[src/rtl/vec_seq_ctrl.sv]
// vec_seq_ctrl: issues a vector instruction as 8-lane beats, then drains the pipeline before releasing IF/ID
module vec_seq_ctrl #(
    parameter int LANES     = 8,
    parameter int CNT_W     = 5,
    parameter int DRAIN_CYC = 3
) (
    input  logic             clk,
    input  logic             rst_n,
    input  logic             start,
    input  logic [31:0]      vlen,
    input  logic             flush,
    output logic             stall,
    output logic             beat_valid,
    output logic [CNT_W-1:0] cnt,
    output logic [LANES-1:0] lane_mask,
    output logic             last,
    output logic             done,
    output logic             busy
);
    localparam int RW   = $clog2(LANES);
    localparam int VMAX = LANES * (2 ** CNT_W);
    localparam int VW   = $clog2(VMAX) + 1;
    localparam int DW   = $clog2(DRAIN_CYC + 1);
    localparam logic [1:0] IDLE  = 2'd0;
    localparam logic [1:0] RUN   = 2'd1;
    localparam logic [1:0] DRAIN = 2'd2;
    logic [1:0]       state;
    logic [CNT_W-1:0] last_idx;
    logic [RW-1:0]    rem;
    logic [DW-1:0]    dcnt;
    logic             zdone;
    logic [VW-1:0]    vclamp;
    logic [VW-1:0]    vm1;
    logic             accept;
    logic             in_run;
    // element count clamped to what CNT_W beats can cover, plus all state decodes
    always_comb begin
        vclamp     = (vlen > 32'(VMAX)) ? VW'(VMAX) : vlen[VW-1:0];
        vm1        = vclamp - 1'b1;
        accept     = (state == IDLE) && start && (vlen != '0) && !flush;
        in_run     = state == RUN;
        stall      = accept || in_run || ((state == DRAIN) && (dcnt != '0));
        beat_valid = in_run;
        last       = in_run && (cnt == last_idx);
        lane_mask  = !in_run ? '0 : (last && rem != '0) ? ~({LANES{1'b1}} << rem) : '1;
        done       = zdone || ((state == DRAIN) && (dcnt == '0));
        busy       = state != IDLE;
    end
    // sequencer: flush wins over everything; a zero-length start only produces a done pulse
    always_ff @(posedge clk or negedge rst_n) begin
        if (!rst_n) begin
            state    <= IDLE;
            cnt      <= '0;
            dcnt     <= '0;
            last_idx <= '0;
            rem      <= '0;
            zdone    <= 1'b0;
        end else if (flush) begin
            state <= IDLE;
            cnt   <= '0;
            dcnt  <= '0;
            zdone <= 1'b0;
        end else begin
            zdone <= (state == IDLE) && start && (vlen == '0);
            if (accept) begin
                state    <= RUN;
                cnt      <= '0;
                last_idx <= CNT_W'(vm1 >> RW);
                rem      <= vclamp[RW-1:0];
            end else if (in_run) begin
                if (last) begin
                    state <= DRAIN;
                    cnt   <= '0;
                    dcnt  <= DW'(DRAIN_CYC - 1);
                end else begin
                    cnt <= cnt + 1'b1;
                end
            end else if (state == DRAIN) begin
                if (dcnt == '0) state <= IDLE;
                else dcnt <= dcnt - 1'b1;
            end
        end
    end
endmodule

[config.mk]
export PLATFORM = sky130hd
export DESIGN_NAME = vec_seq_ctrl
export DESIGN_NICKNAME = d
export VERILOG_FILES = /design/src/rtl/vec_seq_ctrl.sv
export SDC_FILE = /design/constraint.sdc
export NUM_CORES = 1
export LEC_CHECK = 0
export CAP_MARGIN = 20
export CORE_MARGIN = 1
export CORE_UTILIZATION = 40
export CTS_CLUSTER_DIAMETER = 100
export DETAILED_ROUTE_END_ITERATION = 8
export GPL_ROUTABILITY_DRIVEN = 1
export PLACE_DENSITY_LB_ADDON = 0.25
export RECOVER_POWER = 50
export SYNTH_ARGS = -nofsm -noshare
export SYNTH_HDL_FRONTEND = slang
export SYNTH_SLANG_ARGS = --single-unit
[constraint.sdc]
create_clock -name clk -period 2.08 [get_ports clk]
set_clock_uncertainty 0.1 [all_clocks]
set_input_delay 0.416 -clock clk [delete_from_list [all_inputs] [get_ports clk]]
set_output_delay 0.416 -clock clk [all_outputs]
set_load 0.01 [all_outputs]
Word-level counts from Yosys, hierarchy flattened
Cells that the tools add are included.
- add/subtract/negate cells: 3
- order comparisons: 1
- eq/ne operators: 7
- shifts and indexed selects: 1
- multiplexer cells: 19
- bitwise logic cells: 2
- reduce and logical (&&, ||, !) cells: 26
- operators with widths (kind ; count):
    $gt 32x9->1 const B ; 1
    $logic_not 32->1 ; 1
    $reduce_bool 32->1 ; 1
    $mux 8 ; 3
    $mux 2 ; 11
    $mux 5 ; 4
    $reduce_bool 3->1 ; 3
    $logic_and 1x1->1 ; 8
    $not 8->8 ; 1
    $reduce_bool 4->1 ; 2
    $shl 8x3->8 const A ; 1
    $sub 8x1->8 const B ; 1
    $add 5x1->5 const B ; 1
    $eq 5x5->1 ; 1
    $logic_not 2->1 ; 2
    $ne 4x2->1 const B ; 1
    $reduce_and 4->1 ; 1
    $reduce_bool 2->1 ; 2
    $logic_or 1x1->1 ; 3
    $ne 3x2->1 const B ; 1
    $ne 3x3->1 const B ; 1
    $reduce_and 3->1 ; 1
    $eq 2x1->1 const B ; 1
    $eq 2x2->1 const B ; 1
    other kinds (6) ; 6
- bits in registers: 18
- input port bits: 36
- output and inout port bits: 18
- logic and storage cells: 65

Longest topological paths before layout
- word-level depth: 6
- gate-level depth with buffers: 7
- mapped depth without buffers: 7

Worst setup path before layout
OpenSTA, ideal clock, no wires.
- kind: in2out
- from: input port vlen[10]
- to: output port stall
- data arrival time: 1.510 ns
- slack: 0.054 ns
- stages on the path: 5
- path buffers: 0
- cell sequence: nor4_1 > nand4_1 > nor2_1 > a21boi_1 > or3_1
- cells in the longest elaborated chain, start to end: 5
- RTL lines (element ; line ; RTL):
    start: declaration ; 10 ; input logic [31:0] vlen,
    $reduce_bool 32->1 ; 40 ; accept = (state == IDLE) && start && (vlen != '0) && !flush;
    $logic_and 1x1->1 (2 in a row) ; 40 ;
    $logic_or 1x1->1 (2 in a row) ; 42 ; stall = accept || in_run || ((state == DRAIN) && (dcnt != '0));
    end: declaration ; 12 ; output logic stall,
No other way between the ends.

Worst setup path in the final report
- from: input port vlen[14]
- to: output port stall
Same word-level chain as after synthesis.

==> metrics.md <==
| Metric | Value |
|---|---|
| Pre-CTS setup slack | `-0.8682 ns` |
| Crit end category | `primary output` |
| Status | `complete, but fails checks` |
| RSZ-0062 raised after global routing | `true` |
| TritonCTS Buffers | `3` |
| Final hold vios | `0` |
| Initial antenna violation count | `0` |
| Starting Density | `42.06%` |
| Worst-path fanout max | `3` |
| CTS H-tree lvls | `1` |
| Max VDD drop | `0.0005399 V` |
| Vias in the first global route | `1508` |
| Clock transition at path regs | `about 0.09 ns` |
| Primary FF master, synth | `dfrtp_1` |
| Post-synth ARST share | `100.0%` |
| Share of post-route cells with drive strength above 1 | `50.44%` |
| Vias | `1452` |
| Lkg Pwr | `0.9801 nW` |
| Largest net degree at the start of global routing | `19` |
| Buffers on Ports | `53` |
| Die X | `roughly 56 um` |
| Post-synth cell types | `41` |
| EDFF count, synth | `0` |
| Crit path DAT | `1.76 ns` |
| Crit-path cells | `clkdlybuf4s15_1, nor3_2, nand4_1, nor2_4, a21boi_2, or3_1, buf_2` |
| Hold Path Origin | `vlen[7]` |
| Setup CP Type | `in2out` |
| Syn Area/Cell | `about 9.3 um^2` |
| Int Pwr | `0.5624 mW` |
| Synthesized area | `0.001150 mm^2` |
| Met2 global-route usage | `53.01%` |
| Initial drt markers | `58` |
| Failing checks | `negative setup slack` |
| Clock share of power | `21.2%` |
| Worst path max stage delay | `about 0.34 ns` |
| Detail Route Antenna Nets | `0` |
| Final wirelength | `roughly 4300 um` |
| Max Cap Viol | `0` |
| Top Ports | `54` |
| # setup viols final | `7` |
| CTS tree | `built` |
| Fillers | `around 180` |
| Flop pwr share | `45.1%` |
| Clk buf depth | `2` |
| Net Count, Synth | `162` |
| Area grow syn2layout | `85.42%` |
| Gpl congestion | `0.8441` |
| GRT Util Overall | `27.61%` |
| Vias per std cell | `between 5 and 6` |
| Met3 Usage GRT | `under 10%` |
| Core box area | `0.002734 mm^2` |
| Wire length per cell | `16.60 um` |
| Global routing's busiest layer | `met2` |
| Row count | `19` |
| Met1 Usage GRT | `31.07%` |
| Pwr dens | `approximately 380 mW/mm^2` |
| Commonest non-fill, non-tap cells in the layout | `buf_4 (47), dfrtp_1 (18), buf_2 (18), clkdlybuf4s15_1 (12), nor2_1 (9)` |
| Final Max Tran Viols | `0` |
| Sequential area share after synthesis | `between 30% and 40%` |
| Crit path launch type | `input port` |
| Rel. slew slack | `34.42%` |
| Clock latency on the worst-skew pair | `around 0.29 ns` |
| Psw | `0.2396 mW` |
| CTS Hold Bufs | `0` |
| Total clock sinks | `18` |
| Finished Core Util | `77.99%` |
| Final HPWL from detailed placement | `roughly 3100 um` |
| RR Startpoint | `state[0]$_DFFE_PN0P_` |
| Fin crit share | `109.5%` |
| Post-route minimum period | `2.277 ns` |
| Max Freq | `439.2 MHz` |
| Worst slew pin tran | `0.9837 ns` |
| Root Driver | `clkbuf_4` |
| Die area | `about 0.0031 mm^2` |
| Power share of the combinational group | `between 30 and 40%` |
| Worst path slowest cell | `or3_1` |
| Hold WC Path Type | `in2reg` |
| Die H | `approximately 56 um` |
| Final WS setup | `-0.1968 ns` |
| Commonest non-fill, non-tap cell in the layout | `buf_4` |
| Synth warnings | `0` |
| 1st-pass router iterations | `4` |
| Total grt overflow | `0` |
| Worst Path Required | `1.56 ns` |
| Critical Path Start | `vlen[14]` |
| Antenna cells | `0` |
| Global-route wire length before repair | `6741 um` |
| DRC Markers | `0` |
| Cells after Synth | `124` |
| #FFs+latches synth | `18` |
| Switch share | `29.88%` |
| Layout Nets | `between 200 and 300` |
-- critical path: cells and delay by family --
family	cells	cell delay [ns]
AO/OA/AOI/OAI	1	0.09
AND/OR/NAND/NOR	4	0.91
buffers and inverters	2	0.34
-- worst paths after layout --
check | end | slack (ns) | depth (start not counted)
worst max-delay path | stall | -0.20 | 7
worst min-delay path | last_idx[4]$_DFFE_PN0P_ | 0.35 | 3
worst max register to register | last_idx[2]$_DFFE_PN0P_ | 0.33 | 6
worst min register to register | last_idx[4]$_DFFE_PN0P_ | 0.43 | 2
max in group asynchronous | cnt[1]$_DFFE_PN0P_ | 0.59 | 2
min in group asynchronous | rem[2]$_DFFE_PN0P_ | 0.68 | 2
-- through the flow --
step | cell area, um^2 | total power, mW | TNS, ns | std cells | hold WS [ns]
after floorplan | 1150 | 0.4592 | 0 | 124 | 0.02041
after global placement | 1973 | 0.6425 | -4.668 | 241 | 0.4274
after detailed placement | 1973 | 0.6529 | -5.807 | 241 | 0.4221
after CTS | 2078 | 0.7871 | -1.306 | 260 | 0.3422
after global routing | 2132 | 0.8332 | -1.328 | 259 | 0.3492
final | 2132 | 0.8020 | -0.7633 | 259 | 0.3487
-- power groups by stage --
stage	Sequential, mW	Clock [mW]	Combinational [mW]
after floorplan	0.372	0	0.0869
after global placement	0.368	0	0.275
after detailed placement	0.368	0	0.285
after CTS	0.361	0.174	0.251
after global routing	0.362	0.183	0.288
final	0.362	0.170	0.270
-- area by class of cell --
cell class / count / area [um^2] / share of cell area, %
Sequential cell: 18 / 450.4 / 21.13
Inverter: 8 / 30.03 / 1.408
Clock buffer: 3 / 22.52 / 1.056
Timing Repair Buffer: 105 / 793.3 / 37.21
Multi-Input combinational cell: 94 / 797.0 / 37.38
Tap cell: 31 / 38.79 / 1.819
-- registers in the layout, indices dropped and copies added (netlist names) --
signal	cells
cnt	5
state	2
last_idx	5
zdone	1
rem	3
dcnt	2
-- metal layers --
metal  vias up  part of all wire, %
li1        666                    -
met1       695                   38
met2        67                   52
met3        24                  5.7
met4         0                  4.7
met5         -                    0
-- cells in the mapped netlist, drive strengths merged (4+ instances only) --
cell	n	area share, %
dfrtp	18	39
nor2	14	4.6
a21oi	7	3.0
inv	7	2.3
nand2	7	2.3
nor4	7	5.7
xnor2	7	5.3
xor2	5	3.8
a22o	4	3.2
nor3	4	1.7
o21ai	4	1.7
-- timing repair --
action | in CTS | in global routing
hold endpoints to repair | 0 | 0
pin swaps | 30 | 21
resized for setup | 137 | 35
cloned | 0 | 0
setup buffers | 17 | 4
setup endpoints to repair | 13 | 25
-- cells by family after synthesis --
logic type	after synthesis	synth area share, %
XOR/XNOR	12	9.140
AND/OR/NAND/NOR	47	23.40
adder cells (fa/ha/maj)	2	2.176
multiplexers	1	0.9793
buffers and inverters	12	4.678
AO/OA/AOI/OAI	32	20.46
flip-flops	18	39.17
(Power assumes the default switching activity.)
==> RTL edit 1: new RTL, same flow settings <==
Put one more register stage on the output `cnt`, cleared by the reset. The value now appears one clock later. The other outputs are not delayed to match.
--- a/src/rtl/vec_seq_ctrl.sv
+++ b/src/rtl/vec_seq_ctrl.sv
@@ -24,6 +24,8 @@
     localparam logic [1:0] IDLE  = 2'd0;
     localparam logic [1:0] RUN   = 2'd1;
     localparam logic [1:0] DRAIN = 2'd2;
+
+    logic [CNT_W-1:0] cnt_s0;
     logic [1:0]       state;
     logic [CNT_W-1:0] last_idx;
     logic [RW-1:0]    rem;
@@ -41,7 +43,7 @@
         in_run     = state == RUN;
         stall      = accept || in_run || ((state == DRAIN) && (dcnt != '0));
         beat_valid = in_run;
-        last       = in_run && (cnt == last_idx);
+        last       = in_run && (cnt_s0 == last_idx);
         lane_mask  = !in_run ? '0 : (last && rem != '0) ? ~({LANES{1'b1}} << rem) : '1;
         done       = zdone || ((state == DRAIN) && (dcnt == '0));
         busy       = state != IDLE;
@@ -50,30 +52,30 @@
     always_ff @(posedge clk or negedge rst_n) begin
         if (!rst_n) begin
             state    <= IDLE;
-            cnt      <= '0;
+            cnt_s0   <= '0;
             dcnt     <= '0;
             last_idx <= '0;
             rem      <= '0;
             zdone    <= 1'b0;
         end else if (flush) begin
             state <= IDLE;
-            cnt   <= '0;
+            cnt_s0 <= '0;
             dcnt  <= '0;
             zdone <= 1'b0;
         end else begin
             zdone <= (state == IDLE) && start && (vlen == '0);
             if (accept) begin
                 state    <= RUN;
-                cnt      <= '0;
+                cnt_s0   <= '0;
                 last_idx <= CNT_W'(vm1 >> RW);
                 rem      <= vclamp[RW-1:0];
             end else if (in_run) begin
                 if (last) begin
                     state <= DRAIN;
-                    cnt   <= '0;
+                    cnt_s0 <= '0;
                     dcnt  <= DW'(DRAIN_CYC - 1);
                 end else begin
-                    cnt <= cnt + 1'b1;
+                    cnt_s0 <= cnt_s0 + 1'b1;
                 end
             end else if (state == DRAIN) begin
                 if (dcnt == '0) state <= IDLE;
@@ -81,5 +83,13 @@
             end
         end
     end
+    always_ff @(posedge clk or negedge rst_n) begin
+        if (!rst_n) begin
+            cnt <= '0;
+        end else begin
+            cnt <= cnt_s0;
+        end
+    end
+
 endmodule
 
Formal check against the unedited RTL: not equivalent (Yosys sat finds a counterexample within 4 cycles, from zero or initial values and one cycle with rst_n low).
==> RTL edit 1 against the unedited design <==
The flow still finishes with violations (negative setup slack). Synthesized area up 13%. Cell area is 10% higher. Synthesized cell count increased by 9.7%. Count of clock-buffer cells in the layout is the same. Total power is 17% higher. Sequential cell count is 5 higher. Setup slack worse by 0.043 ns. Wire length rose by 2.8%. Critical path type unchanged. Largest power group unchanged.
==> RTL edit 1: results (changes against the unedited design) <==
routing:
  wl_um: 4420  # +2.8%
  wl_met3_um: 208  # -15%
  drtIter0Drc: 47  # -19%
sta:
  setup_viol: 9  # +2
  setup_ws_ns: -0.240  # -0.0434 ns
  slew_headroom_pct: 17.2  # -17 points
  setup_tns_ns: -1.17  # -0.409 ns
  whs_ns: 0.371  # +0.0227 ns
clock_network:
  cts.clk_slew.worst_paths_ns: 0.13  # +0.04 ns
  ctsResizeCount: 112  # -18%
  clk_latency_ns: 0.32  # +0.03 ns
  post-cts-setup-buffers: 14  # -3
pwr:
  leakagePower_nw: 1.09  # +11%
finish:
  drive_gt1_share_pct: 43.7  # -6.8 points
  nets: 291  # +8.6%
  fillers: 228  # +25%
  reg_top3: "cnt: 5 flops, cnt_s0: 5 flops, last_idx: 5 flops"
global_route:
  grt_first_pass_wirelength_um: 6510  # -3.5%
  use_met1_pct: 25.7  # -5.4 points
  grtUsageMet2_pct: 50.5  # -2.5 points
  grt_util_met3_pct: 2.18  # -2.9 points
  grt_pass1_vias: 1514  # +0.40%
  grt_use_total_pct: 25.2  # -2.4 points
synth:
  syn_avg_cell_area_sq_um: 9.59  # +3.4%
  synth_nets: 174  # +7.4%
  ys_seq_area_share_pct: 44.1  # +5.0 points
  netlist_top_cells_count: "dfrtp_1 (23), nand2_1 (10), inv_1 (9)"
  synth_area_leaders: "dfrtp_1 (44%), xor2_1 (4.0%), a2bb2oi_1 (3.4%), nor4_1 (3.4%), nand2_1 (2.9%)"
  synth_cell_types: 43  # +4.9%
worst_setup_path:
  r2r-start: "last_idx[4]$_DFFE_PN0P_"
  cp_max_fo: 2  # -1
placed_design:
  dp_hpwl_um: 2860  # -6.8%
  placed_cell_area_sq_mm: 0.00220  # +11%
run_status:
  status: "complete, but fails checks"
  violations: "negative setup slack"
-- RTL edit 1: cell types whose count changed in the layout (fill, tap and decap cells not counted), moves of 3 or more --
cell,before,now
a31oi_1,0,5
dlymetal6s2s_1,0,3
nand2_1,6,9
buf_4,47,57
buf_2,18,11
xnor2_1,7,3
nor3_1,1,4
dfrtp_1,18,21
nor2_4,4,1
dlygate4sd2_1,3,11
or3_1,1,5
clkdlybuf4s15_1,12,6
-- RTL edit 1: layout make-up --
type | instances | area [sq um] | share of cell area, %
sequential | 23 | 578 | 24.6
clock buffer | 3 | 22.5 | 0.959
timing repair buffer | 117 | 898 | 38.3
inverter | 10 | 40.0 | 1.70
clock inverter | 1 | 5.00 | 0.213
multi-input combinational | 98 | 749 | 31.9
tap | 44 | 55.1 | 2.34
-- RTL edit 1: kinds of logic after synthesis --
kind of cell,Yosys count,synth area share (%)
adders and majority gates,2,1.92
AOI/OAI and AO/OA,33,18.3
and+or+nand+nor,53,22.7
DFF,23,44.1
muxes,1,0.768
buffers and inverters,15,6.05
xor gates and xnor gates,9,6.05
-- RTL edit 1: power by group through the flow --
stage                     clock [mW]  combinational [mW]  sequential [mW]
after floorplan                    0              0.0833            0.473
final                          0.212               0.266            0.461
after global routing           0.232               0.284            0.463
after detailed placement           0               0.278            0.468
after CTS                      0.219               0.264            0.461
after global placement             0               0.273            0.468
-- RTL edit 1: path summary, 6_finish.rpt --
check | depth (start not counted) | to
worst max register to register | 6 | cnt_s0[4]$_DFFE_PN0P_
worst max-delay path | 7 | stall
worst min-delay path | 3 | rem[2]$_DFFE_PN0P_
worst min register to register | 1 | cnt[0]$_DFF_PN0_
min in group asynchronous | 2 | dcnt[0]$_DFFE_PN0P_
max in group asynchronous | 2 | state[1]$_DFFE_PN0P_
==> RTL edit 2: new RTL, config.mk and constraints unchanged <==
Made on the original files. `CNT_W`: 5 -> 3.
--- a/src/rtl/vec_seq_ctrl.sv
+++ b/src/rtl/vec_seq_ctrl.sv
@@ -1,7 +1,7 @@
 // vec_seq_ctrl: issues a vector instruction as 8-lane beats, then drains the pipeline before releasing IF/ID
 module vec_seq_ctrl #(
     parameter int LANES     = 8,
-    parameter int CNT_W     = 5,
+    parameter int CNT_W     = 3,
     parameter int DRAIN_CYC = 3
 ) (
     input  logic             clk,
Ports: changed (resized cnt); port bits go from 54 to 52. No check against the original RTL was run, so the function may have changed too.
==> RTL edit 2 against the unedited design <==
The run still ends with negative setup slack left. Wire length decreased by 19%. Synthesized area decreased by 18%. Sequential cell count decreased by 4. Setup slack got worse by 0.063 ns. Total power decreased by 8.0%. Clock power increased by 19%. Cell area decreased by 14%. Critical endpoint is now lane_mask[1]. Sequential power decreased by 20%.
==> RTL edit 2: results (changes against the unedited design) <==
synth:
  synth_area_leaders: "dfrtp_1 (37%), xor2_1 (5.6%), nand2_1 (4.8%), a22o_1 (4.7%), a21oi_1 (3.7%)"
  synth_warnings: 0  # unchanged
  synth_cell_types: 38  # -7.3%
  netlist_top_cells_count: "dfrtp_1 (14), nand2_1 (12), nor2_1 (9)"
  ys_seq_area_share_pct: 37.3  # -1.8 points
  synth_nets: 143  # -12%
routing:
  viasPerCell: 5.44  # -2.9%
  post_drt_wl_per_cell_um: 15.4  # -7.5%
  drtIter0Drc: 17  # -71%
worst_setup_path:
  reg2reg_depth: 8  # +2
  crit_slowest_cell: "dfrtp_1"
  crit_end: "lane_mask[1]"
  r2r_end: "cnt[2]$_DFFE_PN0P_"
  critPathLaunch: "cnt[2]$_DFFE_PN0P_"
  reg2reg_slack_ns: 0.04  # -0.29 ns
  worstPathArrival_ns: 1.82  # +0.06 ns
  cp_max_fo: 4  # +1
  critPathLaunchType: "flip-flop"
placed_design:
  gp_congestion: 0.829  # -1.8%
  io_buffers: 51  # -3.8%
  dp_hpwl_um: 2420  # -21%
finish:
  nets: 238  # -11%
  reg_top3: "cnt: 3 flops, last_idx: 3 flops, rem: 3 flops"
  drive_gt1_share_pct: 42.2  # -8.2 points
pwr:
  leakagePower_nw: 0.910  # -7.1%
  ir_drop_uv: 274  # -49%
clock_network:
  cts_max_level: 1  # unchanged
sta:
  setup_ws_ns: -0.260  # -0.0628 ns
  tightest_slew_ns: 0.622  # -0.361 ns
  setup_viol: 8  # +1
run_status:
  status: "complete, but fails checks"
  violations: "negative setup slack"
global_route:
  grt_first_pass_wirelength_um: 5380  # -20%
  grt_max_degree: 15  # -4
  grt_use_total_pct: 28.3  # +0.72 points
  grt_pass1_vias: 1295  # -14%
## RTL edit 2: metal layers
layer | GRT usage, % | wire length, um
met5 | 0 | 0
met4 | 15.3 | 69
met3 | 3.33 | 184
met2 | 57.6 | 2030
met1 | 26.7 | 1210
## RTL edit 2: worst reg2reg max path: stages, from the launching register on
cell and delay (ns):
dfrtp_1 0.43, xor2_2 0.20, nor4_4 0.36, buf_4 0.18, buf_6 0.09, buf_6 0.11, nor3_4 0.05, and3b_1 0.16
a221o_1 0.26
## RTL edit 2: kinds of logic (layout without fill, tap and decap cells)
| kind of cell | Yosys count | in the layout | synth area share, % |
|---|---|---|---|
| AO/OA/AOI/OAI | 24 | 24 | 17.6 |
| flip-flops | 14 | 14 | 37.3 |
| adder cells (fa/ha/maj) | 2 | 2 | 2.67 |
| multiplexers | 1 | 1 | 1.20 |
| AND/OR/NAND/NOR | 47 | 47 | 29.5 |
| buffers and inverters | 10 | 104 | 5.20 |
| XOR/XNOR | 7 | 7 | 6.53 |
## RTL edit 2: layout make-up
| type | count | area (sq um) |
|---|---|---|
| Multi-Input combinational cell | 81 | 636 |
| Clock buffer | 4 | 36.3 |
| Inverter | 8 | 30.0 |
| Timing Repair Buffer | 92 | 751 |
| Sequential cell | 14 | 350 |
| Fill cell | 154 | 374 |
| Tap cell | 28 | 35.0 |
## RTL edit 2: repair_timing
item	4_1_cts	5_1_grt
gates resized for setup	111	17
endpoints found under the setup margin	21	10
hold buffers	0	0
setup buffers	12	3
hold endpoints to repair	0	0
pin swaps	16	6
## RTL edit 2: worst min-delay path by stage
stage / end / cells past startpoint / start / slack [ns]
final: last_idx[0]$_DFFE_PN0P_ / 3 / vlen[3] / 0.35
after global routing: rem[0]$_DFFE_PN0P_ / 3 / vlen[0] / 0.36
after CTS: last_idx[0]$_DFFE_PN0P_ / 3 / vlen[3] / 0.32
after detailed placement: last_idx[0]$_DFFE_PN0P_ / 2 / last_idx[0]$_DFFE_PN0P_ / 0.43
after global placement: last_idx[0]$_DFFE_PN0P_ / 2 / last_idx[0]$_DFFE_PN0P_ / 0.42
after floorplan: cnt[0]$_DFFE_PN0P_ / 0 / rst_n / 0.02
## RTL edit 2: report_power, final
group	switching, mW	total (mW)	internal, mW	leakage [nW]
sequential	0.0100	0.291	0.281	0.181
combinational	0.112	0.245	0.133	0.709
clock	0.0954	0.202	0.107	0.0210
total	0.217	0.738	0.520	0.910
## RTL edit 2: metrics by stage
step	setup TNS, ns	instances	worst slack [ns]	instance area [sq um]	hold WS, ns
6_report	-1.66	227	-0.260	1840	0.354
3_5_place_dp	-5.11	208	-0.928	1680	0.434
5_1_grt	-2.46	227	-0.351	1840	0.362
3_3_place_gp	-3.89	208	-0.826	1680	0.415
4_1_cts	-1.20	224	-0.188	1780	0.315
2_1_floorplan	0	105	0.0149	958	0.0204
